[src/rtl/uart_port_scheduler_if.sv]
// uart_port_scheduler_if
// Purpose: bundles the requester-side byte handshake, the UART transmitter and
// receiver hook-up and the received-byte stream of uart_port_scheduler.
// Signals:
//   req_valid/req_data/req_ready/grant_id  : per-requester transmit handshake
//   uart_din/uart_wr_en/uart_tx_busy       : UART transmitter side
//   uart_rdy/uart_dout/uart_rdy_clr        : UART receiver side
//   rx_data/rx_valid/rx_ready              : received-byte stream
//   tx_timeout                             : sticky transmitter error flag
// Modports: master drives the environment-side inputs, slave is the scheduler.
`timescale 1ns/1ps
interface uart_port_scheduler_if #(
  parameter int NUM_REQ = 4
);
  localparam int GW = $clog2(NUM_REQ);

  logic [NUM_REQ-1:0]   req_valid;
  logic [8*NUM_REQ-1:0] req_data;
  logic [NUM_REQ-1:0]   req_ready;
  logic [GW-1:0]        grant_id;
  logic [7:0]           uart_din;
  logic                 uart_wr_en;
  logic                 uart_tx_busy;
  logic                 uart_rdy;
  logic [7:0]           uart_dout;
  logic                 uart_rdy_clr;
  logic [7:0]           rx_data;
  logic                 rx_valid;
  logic                 rx_ready;
  logic                 tx_timeout;

  modport master (
    output req_valid, req_data, uart_tx_busy, uart_rdy, uart_dout, rx_ready,
    input  req_ready, grant_id, uart_din, uart_wr_en, uart_rdy_clr,
           rx_data, rx_valid, tx_timeout
  );

  modport slave (
    input  req_valid, req_data, uart_tx_busy, uart_rdy, uart_dout, rx_ready,
    output req_ready, grant_id, uart_din, uart_wr_en, uart_rdy_clr,
           rx_data, rx_valid, tx_timeout
  );
endinterface

[src/rtl/uart_port_scheduler.sv]
// uart_port_scheduler
// Purpose: shares one UART transmitter among NUM_REQ byte requesters using a
// round-robin arbiter, and turns the UART receiver's rdy/clr protocol into a
// one-entry valid/ready byte stream. TX and RX run independently.
// Ports:
//   clk_50m : system clock, all logic on the rising edge
//   rst     : synchronous active-high reset
//   bus     : uart_port_scheduler_if.slave (requesters, UART hook-up, rx stream)
// All outputs are driven straight from registers.
`timescale 1ns/1ps
module uart_port_scheduler #(
  parameter int NUM_REQ      = 4,
  parameter int BUSY_TIMEOUT = 15
) (
  input  logic                  clk_50m,
  input  logic                  rst,
  uart_port_scheduler_if.slave  bus
);
  localparam int GW = $clog2(NUM_REQ);
  localparam int CW = $clog2(BUSY_TIMEOUT + 1);

  typedef enum logic [1:0] {
    IDLE      = 2'd0,
    WAIT_BUSY = 2'd1,
    WAIT_DONE = 2'd2
  } tx_state_e;

  tx_state_e          state_q, state_d;
  logic [CW-1:0]      tmo_cnt_q, tmo_cnt_d;
  logic [NUM_REQ-1:0] req_ready_q, req_ready_d;
  logic [GW-1:0]      grant_id_q, grant_id_d;
  logic [7:0]         din_q, din_d;
  logic               wr_en_q, wr_en_d;
  logic               tx_timeout_q, tx_timeout_d;

  logic               rx_valid_q, rx_valid_d;
  logic [7:0]         rx_data_q, rx_data_d;
  logic               rdy_clr_q, rdy_clr_d;

  // Round-robin search starting just above the last grant, so the last
  // winner is considered last.
  logic          found;
  logic [GW-1:0] winner;
  logic [GW-1:0] cand;
  logic [7:0]    win_byte;

  always_comb begin
    found  = 1'b0;
    winner = '0;
    cand   = '0;
    for (int off = 1; off <= NUM_REQ; off++) begin
      cand = GW'((int'(grant_id_q) + off) % NUM_REQ);
      if (!found && bus.req_valid[cand]) begin
        found  = 1'b1;
        winner = cand;
      end
    end
  end

  always_comb begin
    win_byte = '0;
    for (int i = 0; i < NUM_REQ; i++) begin
      if (winner == GW'(i)) win_byte = bus.req_data[8*i +: 8];
    end
  end

  // TX FSM next state and registered outputs
  always_comb begin
    state_d      = state_q;
    tmo_cnt_d    = tmo_cnt_q;
    req_ready_d  = '0;
    wr_en_d      = 1'b0;
    grant_id_d   = grant_id_q;
    din_d        = din_q;
    tx_timeout_d = tx_timeout_q;
    case (state_q)
      IDLE: begin
        // req_valid is only looked at here; the byte is latched with the grant
        // and held in din_q until the next grant.
        if (!bus.uart_tx_busy && found) begin
          req_ready_d[winner] = 1'b1;
          wr_en_d             = 1'b1;
          grant_id_d          = winner;
          din_d               = win_byte;
          tmo_cnt_d           = '0;
          state_d             = WAIT_BUSY;
        end
      end
      WAIT_BUSY: begin
        if (bus.uart_tx_busy) begin
          tmo_cnt_d = '0;
          state_d   = WAIT_DONE;
        end else if (tmo_cnt_q == CW'(BUSY_TIMEOUT - 1)) begin
          // Transmitter never acknowledged the write: flag it and move on.
          tx_timeout_d = 1'b1;
          tmo_cnt_d    = '0;
          state_d      = IDLE;
        end else begin
          tmo_cnt_d = tmo_cnt_q + 1'b1;
        end
      end
      WAIT_DONE: begin
        if (!bus.uart_tx_busy) state_d = IDLE;
      end
      default: state_d = IDLE;
    endcase
  end

  // RX one-entry buffer. A capture is blocked in the cycle the clear is out,
  // because the receiver's rdy still reflects the byte just taken.
  logic rx_pop;
  logic rx_cap;

  assign rx_pop = rx_valid_q & bus.rx_ready;
  assign rx_cap = bus.uart_rdy & ~rdy_clr_q & (~rx_valid_q | rx_pop);

  always_comb begin
    rx_valid_d = rx_valid_q;
    rx_data_d  = rx_data_q;
    rdy_clr_d  = 1'b0;
    if (rx_cap) begin
      rx_valid_d = 1'b1;
      rx_data_d  = bus.uart_dout;
      rdy_clr_d  = 1'b1;
    end else if (rx_pop) begin
      rx_valid_d = 1'b0;
    end
  end

  always_ff @(posedge clk_50m) begin
    if (rst) begin
      state_q      <= IDLE;
      tmo_cnt_q    <= '0;
      req_ready_q  <= '0;
      wr_en_q      <= 1'b0;
      grant_id_q   <= GW'(NUM_REQ - 1);
      din_q        <= '0;
      tx_timeout_q <= 1'b0;
      rx_valid_q   <= 1'b0;
      rx_data_q    <= '0;
      rdy_clr_q    <= 1'b0;
    end else begin
      state_q      <= state_d;
      tmo_cnt_q    <= tmo_cnt_d;
      req_ready_q  <= req_ready_d;
      wr_en_q      <= wr_en_d;
      grant_id_q   <= grant_id_d;
      din_q        <= din_d;
      tx_timeout_q <= tx_timeout_d;
      rx_valid_q   <= rx_valid_d;
      rx_data_q    <= rx_data_d;
      rdy_clr_q    <= rdy_clr_d;
    end
  end

  assign bus.req_ready    = req_ready_q;
  assign bus.grant_id     = grant_id_q;
  assign bus.uart_din     = din_q;
  assign bus.uart_wr_en   = wr_en_q;
  assign bus.tx_timeout   = tx_timeout_q;
  assign bus.rx_valid     = rx_valid_q;
  assign bus.rx_data      = rx_data_q;
  assign bus.uart_rdy_clr = rdy_clr_q;

endmodule
[src/flat_wrapper.sv]
// flat-port wrapper written by rule: the top's interface ports become plain ports
module uart_port_scheduler_flat 
#(
  parameter int NUM_REQ      = 4,
  parameter int BUSY_TIMEOUT = 15
)
  (clk_50m, rst, bus_req_valid, bus_req_data, bus_uart_tx_busy, bus_uart_rdy, bus_uart_dout, bus_rx_ready, bus_req_ready, bus_grant_id, bus_uart_din, bus_uart_wr_en, bus_uart_rdy_clr, bus_rx_data, bus_rx_valid, bus_tx_timeout);
  uart_port_scheduler_if #(.NUM_REQ(NUM_REQ)) bus_i ();
  input  logic clk_50m;
  input  logic rst;
  input wire logic [$bits(bus_i.req_valid)-1:0] bus_req_valid;
  input wire logic [$bits(bus_i.req_data)-1:0] bus_req_data;
  input wire logic [$bits(bus_i.uart_tx_busy)-1:0] bus_uart_tx_busy;
  input wire logic [$bits(bus_i.uart_rdy)-1:0] bus_uart_rdy;
  input wire logic [$bits(bus_i.uart_dout)-1:0] bus_uart_dout;
  input wire logic [$bits(bus_i.rx_ready)-1:0] bus_rx_ready;
  output wire logic [$bits(bus_i.req_ready)-1:0] bus_req_ready;
  output wire logic [$bits(bus_i.grant_id)-1:0] bus_grant_id;
  output wire logic [$bits(bus_i.uart_din)-1:0] bus_uart_din;
  output wire logic [$bits(bus_i.uart_wr_en)-1:0] bus_uart_wr_en;
  output wire logic [$bits(bus_i.uart_rdy_clr)-1:0] bus_uart_rdy_clr;
  output wire logic [$bits(bus_i.rx_data)-1:0] bus_rx_data;
  output wire logic [$bits(bus_i.rx_valid)-1:0] bus_rx_valid;
  output wire logic [$bits(bus_i.tx_timeout)-1:0] bus_tx_timeout;
  assign bus_i.req_valid = bus_req_valid;
  assign bus_i.req_data = bus_req_data;
  assign bus_i.uart_tx_busy = bus_uart_tx_busy;
  assign bus_i.uart_rdy = bus_uart_rdy;
  assign bus_i.uart_dout = bus_uart_dout;
  assign bus_i.rx_ready = bus_rx_ready;
  assign bus_req_ready = bus_i.req_ready;
  assign bus_grant_id = bus_i.grant_id;
  assign bus_uart_din = bus_i.uart_din;
  assign bus_uart_wr_en = bus_i.uart_wr_en;
  assign bus_uart_rdy_clr = bus_i.uart_rdy_clr;
  assign bus_rx_data = bus_i.rx_data;
  assign bus_rx_valid = bus_i.rx_valid;
  assign bus_tx_timeout = bus_i.tx_timeout;
  uart_port_scheduler #(.NUM_REQ(NUM_REQ), .BUSY_TIMEOUT(BUSY_TIMEOUT)) u_core (.clk_50m(clk_50m), .rst(rst), .bus(bus_i));
endmodule
[config.mk]
export PLATFORM = sky130hd
export DESIGN_NAME = uart_port_scheduler_flat
export DESIGN_NICKNAME = d
export VERILOG_FILES = /design/src/rtl/uart_port_scheduler_if.sv /design/src/rtl/uart_port_scheduler.sv /design/src/flat_wrapper.sv
export SDC_FILE = /design/constraint.sdc
export NUM_CORES = 1
export LEC_CHECK = 0
export BUFFER_PORTS_ARGS = -buffer_cell sky130_fd_sc_hd__buf_2
export CAP_MARGIN = 30
export CELL_PAD_IN_SITES_DETAIL_PLACEMENT = 1
export CELL_PAD_IN_SITES_GLOBAL_PLACEMENT = 1
export CORE_UTILIZATION = 38
export CTS_BUF_LIST = sky130_fd_sc_hd__clkbuf_4 sky130_fd_sc_hd__clkbuf_8
export DETAILED_ROUTE_END_ITERATION = 10
export PLACE_DENSITY = 0.95
export SYNTH_ARGS = -nofsm -noshare
export SYNTH_HDL_FRONTEND = slang
export SYNTH_SLANG_ARGS = --single-unit
[constraint.sdc]
create_clock -name clk_50m -period 4.8 [get_ports clk_50m]
set_input_delay 0.48 -clock clk_50m [delete_from_list [all_inputs] [get_ports clk_50m]]
set_output_delay 0.48 -clock clk_50m [all_outputs]
set_load 0.02 [all_outputs]
==> flow_metrics.tcl, run 1 <==
set metrics [dict create \
    status "finished clean" \
    h-tree-depth 2 \
    grt_pass1_wl_mm 6.98 \
    start_kind "primary input" \
    placed_cell_area_mm2 0.00201 \
    area.growth.synth_to_final_pct 29.4 \
    ios 75 \
    ctsResizeCount 0 \
    arrival_ns 2.07 \
    ant_nets 0 \
    ys_ff_latch 32 \
    drtIter0Drc 34 \
    dp_hpwl_mm 3.48 \
    hold_viol 0 \
    synth-async-reset-ratio_pct 0 \
    grt_use_met3_pct 4.22 \
    die_y_um 67.8 \
    crit_chain "buf_2 > o21ai_1 > nand3_2 > mux2i_1 > o211ai_1" \
    post-route-period-util_pct 40.0 \
    start_util_pct 40.2 \
    postCtsSetupRepairBufs 0 \
    crit_path_max_fanout 10 \
    clkLatencyLatePin_ns 0.28 \
    wl_mm 4.58 \
    gp_congestion 0.815 \
    power_frac_seq_pct 42.2 \
    synth_compound_area_share_pct 21.3 \
    grt_pass1_vias 1567 \
    fp-row-count 23 \
    syn_area_mm2 0.00164 \
    synth_edf_count 0 \
    p_clk_share_pct 36.3 \
    port_buffers 74 \
    slowest_stage "o21ai_1" \
    antenna_found_initial 0 \
    slew_headroom_pct 37.7 \
    ir_drop_mv 0.140 \
    synthMuxAreaShare_pct 9.75 \
    yosys.area_share.simple_pct 23.9 \
    core_area_mm2 0.00409 \
    drv_slew 0 \
    fin_nets 294 \
    die_area_mm2 0.00459 \
    power_density_mw_per_mm2 331 \
    ys_warn_count 0 \
    synth_adder_area_share_pct 1.52 \
    setup_viol 0 \
    cts-buffers-inserted 5 \
    hold_path_depth 3 \
    antennaDiodeCount 0 \
    clock-sinks 32 \
    switching_share_pct 28.8 \
    cts_tree "built" \
    cap_violations 0 \
    synth.net_count 223 \
    postSynthCellCount 172 \
    synth_ff_type "dfxtp_1" \
    rsz0062_at_grt "no" \
    fin_setup_tns_ns 0 \
    met1_usage_pct 21.9 \
    worst-path-stages 5 \
    critPathKind "in2reg" \
    grt-ovfl-total 0 \
    endpoint_kind "flop" \
    synth_top_family_by_area "simple AND/OR/NAND/NOR gates" \
    busiest_layer "met2" \
    grt_max_degree 21 \
    wl_per_cell_um 15.6 \
    ys_seq_area_share_pct 39.0 \
    comb_power_share_pct 21.5 \
    drc 0 \
    root_buffer "clkbuf_8" \
    met2_usage_pct 39.4 \
    holdCritPathClass "in2reg" \
    slowest_delay_ns 0.55 \
    drive_gt1_share_pct 38.5 \
    cp_top_family "compound AO/OA/AOI/OAI gates" \
    postLayoutCellArea_mm2 0.00213 \
    yosysUniqueCellTypes 46 \
    via_per_inst 5.41 \
    clkTransAtPathRegs_ns 0.07 \
    die_x_um 67.8 \
    fmax_ghz 0.521 \
    synth_xor_area_share_pct 0.533 \
    cts_max_path_buffers 2 \
    fin_crit_ns 1.92 \
    p_leak_nw 0.980 \
    via_count 1591 \
    avgSynthCellArea_um2 9.55 \
    intPower_mw 0.501 \
    dr.pass1.iters 4 \
    reg2reg_depth 5 \
    critPathBufInv 1 \
    netSwitchingPower_mw 0.202 \
    worst_pin_slew_ns 0.933 \
    grtUsageTotal_pct 21.1 \
    cts_hold_buf 0 \
    clock_skew_ns 0.00536 \
    required_ns 4.95 \
]
worst reg2reg max path: stages (launching register included):
cell and delay, ns:
dfxtp_1 0.44, nand2b_1 0.20, a21o_1 0.32, nand3_2 0.34, mux2i_1 0.33, o211ai_1 0.12
area by class of cell:
type                            count  area, um^2
Sequential cell                    32         641
Tap cell                           50        62.6
Inverter                            1        3.75
Multi-Input combinational cell    129         937
Fill cell                         516        1960
Timing Repair Buffer               74         370
Clock buffer                        5        68.8
Clock inverter                      3        42.5
path summary, 6_finish.rpt:
path,startpoint,slack [ns],endpoint
worst max register to register,u_core.bus.grant_id[0],2.92,u_core.bus.uart_din[5]
worst max-delay path,bus_req_valid[3],2.88,u_core.bus.uart_din[5]
worst min-delay path,bus_uart_dout[5],0.44,u_core.bus.rx_data[5]
worst min register to register,u_core.bus.tx_timeout,0.48,u_core.bus.tx_timeout
stage by stage:
step,hold slack [ns],util (%),std cells,setup slack (ns),power [mW]
after floorplan,0.459,-,172,3.14,0.402
after global placement,0.453,49.3,286,2.65,0.448
after detailed placement,0.465,49.3,286,2.61,0.454
after CTS,0.431,52.0,294,2.86,0.713
after global routing,0.435,52.0,294,2.76,0.738
final,0.441,52.0,294,2.88,0.704
layer usage:
metal	wire length [um]	up-vias	part of all wire [%]
met4	122	0	2.7
met3	190	11	4.2
met5	0	-	0
met1	1860	766	41
met2	2410	48	53
li1	-	766	-
cells in the mapped netlist (2+ instances only):
cell | number | share of area (%)
dfxtp_1 | 32 | 39
nor2_1 | 22 | 5.0
mux2i_1 | 16 | 9.7
nand2_1 | 9 | 2.1
a21bo_1 | 8 | 4.9
nand4_1 | 8 | 3.0
o211ai_1 | 8 | 3.7
o31ai_1 | 8 | 3.7
nor2b_1 | 6 | 2.3
a21oi_1 | 5 | 1.5
buf_2 | 4 | 1.2
nand2b_1 | 4 | 1.5
o21ai_1 | 3 | 0.91
a211o_1 | 2 | 1.1
and2_1 | 2 | 0.76
buf_4 | 2 | 0.91
ha_1 | 2 | 1.5
nand3_1 | 2 | 0.61
o21a_1 | 2 | 0.91
logic make-up after synthesis:
group | count (synthesis)
AOI/OAI and AO/OA | 44
xor gates and xnor gates | 1
adders and majority gates | 2
buffers and inverters | 11
DFF | 32
muxes | 16
and+or+nand+nor | 66
sequential cells by signal, indices dropped and copies added, names as in the netlist:
register                 cells
u_core.bus.tx_timeout        1
u_core.tmo_cnt_q             4
u_core.bus.grant_id          2
u_core.state_q               2
u_core.bus.rx_data           8
u_core.bus.uart_rdy_clr      1
u_core.bus.req_ready         4
u_core.bus.uart_wr_en        1
u_core.bus.uart_din          8
u_core.bus.rx_valid          1
power by group through the flow:
stage,registers [mW],logic [mW],clock network (mW)
after floorplan,0.319,0.0835,0
after global placement,0.301,0.146,0
after detailed placement,0.303,0.151,0
after CTS,0.297,0.152,0.264
after global routing,0.299,0.164,0.275
final,0.297,0.151,0.256
placed cells by master, fill, tap and decap left out, types with 3 or more instances in the layout:
cell / instances
buf_2: 74
dfxtp_1: 32
nor2_1: 22
mux2i_1: 16
nand2_1: 9
nand4_1: 8
o31ai_1: 8
a21bo_1: 8
o211ai_1: 8
nor2b_1: 6
a21oi_1: 5
clkbuf_8: 5
nand2b_1: 4
o21ai_1: 3
Power figures use the tool's default switching activity.
==> run 2: changes to the inputs <==
--- a/config.mk
+++ b/config.mk
@@ -5,14 +5,15 @@
 export SDC_FILE = /design/constraint.sdc
 export NUM_CORES = 1
 export LEC_CHECK = 0
+export ABC_AREA = 1
 export BUFFER_PORTS_ARGS = -buffer_cell sky130_fd_sc_hd__buf_2
 export CAP_MARGIN = 30
 export CELL_PAD_IN_SITES_DETAIL_PLACEMENT = 1
 export CELL_PAD_IN_SITES_GLOBAL_PLACEMENT = 1
-export CORE_UTILIZATION = 38
+export CORE_UTILIZATION = 33
 export CTS_BUF_LIST = sky130_fd_sc_hd__clkbuf_4 sky130_fd_sc_hd__clkbuf_8
 export DETAILED_ROUTE_END_ITERATION = 10
-export PLACE_DENSITY = 0.95
+export PLACE_DENSITY = 0.91
 export SYNTH_ARGS = -nofsm -noshare
 export SYNTH_HDL_FRONTEND = slang
 export SYNTH_SLANG_ARGS = --single-unit
==> constraint.sdc (replaced) <==
create_clock -name clk_50m -period 1.9 [get_ports clk_50m]
set_input_delay 0.19 -clock clk_50m [delete_from_list [all_inputs] [get_ports clk_50m]]
set_output_delay 0.19 -clock clk_50m [all_outputs]
set_load 0.02 [all_outputs]
==> run 2 against run 1 <==
Compared with the run above:
- the run now ends with negative setup slack left
- combinational power grew to 12 times the previous value
- sequential power grew to 2.8 times the previous value
- first-iteration DRC count grew to 2.7 times the previous value
- count of clock-buffer cells in the layout is 1 higher
- sequential cell count stayed put
==> flow_metrics.tcl, run 2 <==
set metrics [dict create \
    fp-row-count 26 \
    rrSetupSlack_ns -0.08 \
    fin_nets 401 \
    holdWs_ns 0.157 \
    synth_adder_area_share_pct 1.42 \
    yosysUniqueCellTypes 30 \
    drv_slew 0 \
    via_per_inst 4.91 \
    core_area_mm2 0.00511 \
    synth_most_common_cell "nand2_1" \
    final.setup.worst_slack_ns -0.0815 \
    final_common_cell "buf_2" \
    fin_setup_tns_ns -0.203 \
    synth_area_leaders "dfxtp_1, nand2_1, nor2_1" \
    dp_hpwl_mm 4.38 \
    p_leak_nw 1.31 \
    ir_drop_mv 0.492 \
    setup_viol 6 \
    drtIter0Drc 91 \
    synth_edf_count 0 \
    syn_area_mm2 0.00176 \
    gp_congestion 0.787 \
    yosysTopAreaCell "dfxtp_1" \
    slowest_delay_ns 0.38 \
    ant_nets 0 \
    die_y_um 75.0 \
    root_buffer "clkbuf_8" \
    clock_skew_ns 0.00423 \
    synth_top_family_by_area "simple AND/OR/NAND/NOR gates" \
    power_density_mw_per_mm2 1260 \
    critPathKind "reg2reg" \
    die_area_mm2 0.00563 \
    clkLatencyLatePin_ns 0.28 \
    fmax_ghz 0.505 \
    cap_violations 0 \
    die_x_um 75.0 \
    synth_compound_area_share_pct 12.4 \
    cts-buffers-inserted 5 \
    comb_power_share_pct 54.7 \
    synth_ff_type "dfxtp_1" \
    antenna_found_initial 0 \
    clock-sinks 32 \
    grt_max_degree 17 \
    crit_chain "buf_8 > nand2_4 > nand2_4 > nand2_4 > nand2_4 > nor2_4 > nand3b_1 > nand2_8 > nand2_1 > inv_1 > nand2_1 > nand3_1 > nand2_1 > a21oi_1" \
    pre_cts_ws_ns -0.0678 \
    start_kind "flop" \
    synth-async-reset-ratio_pct 0 \
    cp_top_family "simple AND/OR/NAND/NOR gates" \
    worst_pin_slew_ns 0.357 \
    grt-ovfl-total 0 \
    nFillCells 681 \
    ys_seq_area_share_pct 36.4 \
    p_clk_share_pct 19.8 \
    placedCellCount 410 \
    wl_per_cell_um 14.4 \
    synth_xor_area_share_pct 0 \
    yosys.area.top_type_share_pct 36.4 \
    slowest_stage "dfxtp_4" \
    rsz0062_at_grt "yes" \
    drc 0 \
    ys_warn_count 0 \
    intPower_mw 1.83 \
    antennaDiodeCount 0 \
    cts_max_path_buffers 2 \
    via_count 2066 \
    crit_path_max_fanout 8 \
    drive_gt1_share_pct 45.3 \
    status "finished, violations left" \
    slew_headroom_pct 76.2 \
    port_buffers 74 \
    holdCritPathClass "in2reg" \
    grt_pass1_vias 2018 \
    switching_share_pct 44.7 \
    clkTransAtPathRegs_ns 0.07 \
    area.growth.synth_to_final_pct 48.8 \
    ys_ff_latch 32 \
    wl_mm 6.08 \
    ios 75 \
    synthMuxAreaShare_pct 0 \
    start_util_pct 34.4 \
    post-route-period-util_pct 104 \
    yosys.area_share.simple_pct 39.3 \
    required_ns 2.10 \
    endpoint_kind "flop" \
    grtUsageTotal_pct 20.7 \
    multi_input_comb_area_mm2 0.00115 \
    cts_hold_buf 0 \
    violations "negative setup slack" \
    grt_pass1_wl_mm 8.77 \
    ff_latch_area_um2 648 \
    dr.pass1.iters 6 \
    power_frac_seq_pct 25.5 \
    synth.net_count 316 \
    h-tree-depth 2 \
    hold_viol 0 \
    postSynthCellCount 265 \
    netSwitchingPower_mw 1.48 \
    synth_common_cells "nand2_1, dfxtp_1, nor2_1, inv_1, nand3_1" \
    path_common_cell "nand2_4" \
    avgSynthCellArea_um2 6.64 \
    arrival_ns 2.18 \
    utilization_pct 51.2 \
    fin_crit_ns 1.98 \
    critPathBufInv 2 \
    instances_no_fill 421 \
    cts_tree "built" \
    final_cell_mix "buf_2, nand2_1, nor2_1" \
]
[run 2: changes by cell type after synthesis, sizes merged, moves of 4 or more]
| cell | change |
|---|---|
| a21bo | -8 |
| o21ai | +16 |
| o211ai | -8 |
| nor2 | +12 |
| nand3 | +23 |
| nor2b | -7 |
| inv | +32 |
| nand2 | +66 |
| a21oi | +9 |
| mux2i | -16 |
| o31ai | -8 |
| buf | -4 |
| nand2b | -4 |
[run 2: path summary, 6_finish.rpt]
check | from | endpoint | depth (start not counted)
setup / recovery | u_core.bus.grant_id[0] | u_core.bus.uart_din[5] | 14
hold / removal | bus_uart_dout[5] | u_core.bus.rx_data[5] | 3
setup reg to reg | u_core.bus.grant_id[0] | u_core.bus.uart_din[5] | 14
hold reg to reg | u_core.bus.rx_data[5] | u_core.bus.rx_data[5] | 2
[run 2: layer usage]
metal	GRT usage (%)	part of all wire [%]	wire length (um)
met1	23.3	43	2610
met4	5.24	1.9	116
met5	0	0	0
met2	39.5	52	3160
met3	4.02	3.3	200
[run 2: cell families (layout without fill, tap and decap cells)]
group	after synthesis	in the layout
AO/OA/AOI/OAI	38	38
adder cells (fa/ha/maj)	2	2
buffers and inverters	42	128
flip-flops	32	32
AND/OR/NAND/NOR	151	151
[run 2: area by class of cell]
class,instances,area share (%)
clock buffers,6,2.92
inverters,33,5.11
clock inverters,2,1.34
repair buffers,87,18.7
flip-flops and latches,32,24.8
multi-input cells,191,43.8
well taps,70,3.35
[run 2: what timing repair did]
item | in CTS | in global routing
cloned | 0 | 2
buffers inserted | 0 | 1
pin swaps | 0 | 23
endpoints found under the setup margin | 8 | 13
gates resized for setup | 4 | 66
[run 2: stage by stage]
stage	instance area, um^2	total power [mW]
4_1_cts	2360	2.93
3_3_place_gp	2240	2.19
5_1_grt	2620	3.52
3_5_place_dp	2240	2.26
2_1_floorplan	1760	1.83
6_report	2620	3.31
[run 2: worst reg2reg max path, cell delays in order (launching register included)]
cell,delay [ns]
dfxtp_4,0.38
buf_8,0.15
nand2_4,0.07
nand2_4,0.07
nand2_4,0.09
nand2_4,0.07
nor2_4,0.11
nand3b_1,0.21
nand2_8,0.18
nand2_1,0.11
inv_1,0.09
nand2_1,0.06
nand3_1,0.08
nand2_1,0.07
a21oi_1,0.18
[run 2: power groups by stage]
stage	sequential (mW)	combinational, mW	clock [mW]
after detailed placement	0.844	1.41	0
after global routing	0.854	1.96	0.704
after global placement	0.838	1.35	0
final	0.845	1.81	0.655
after floorplan	0.946	0.886	0
after CTS	0.834	1.43	0.663
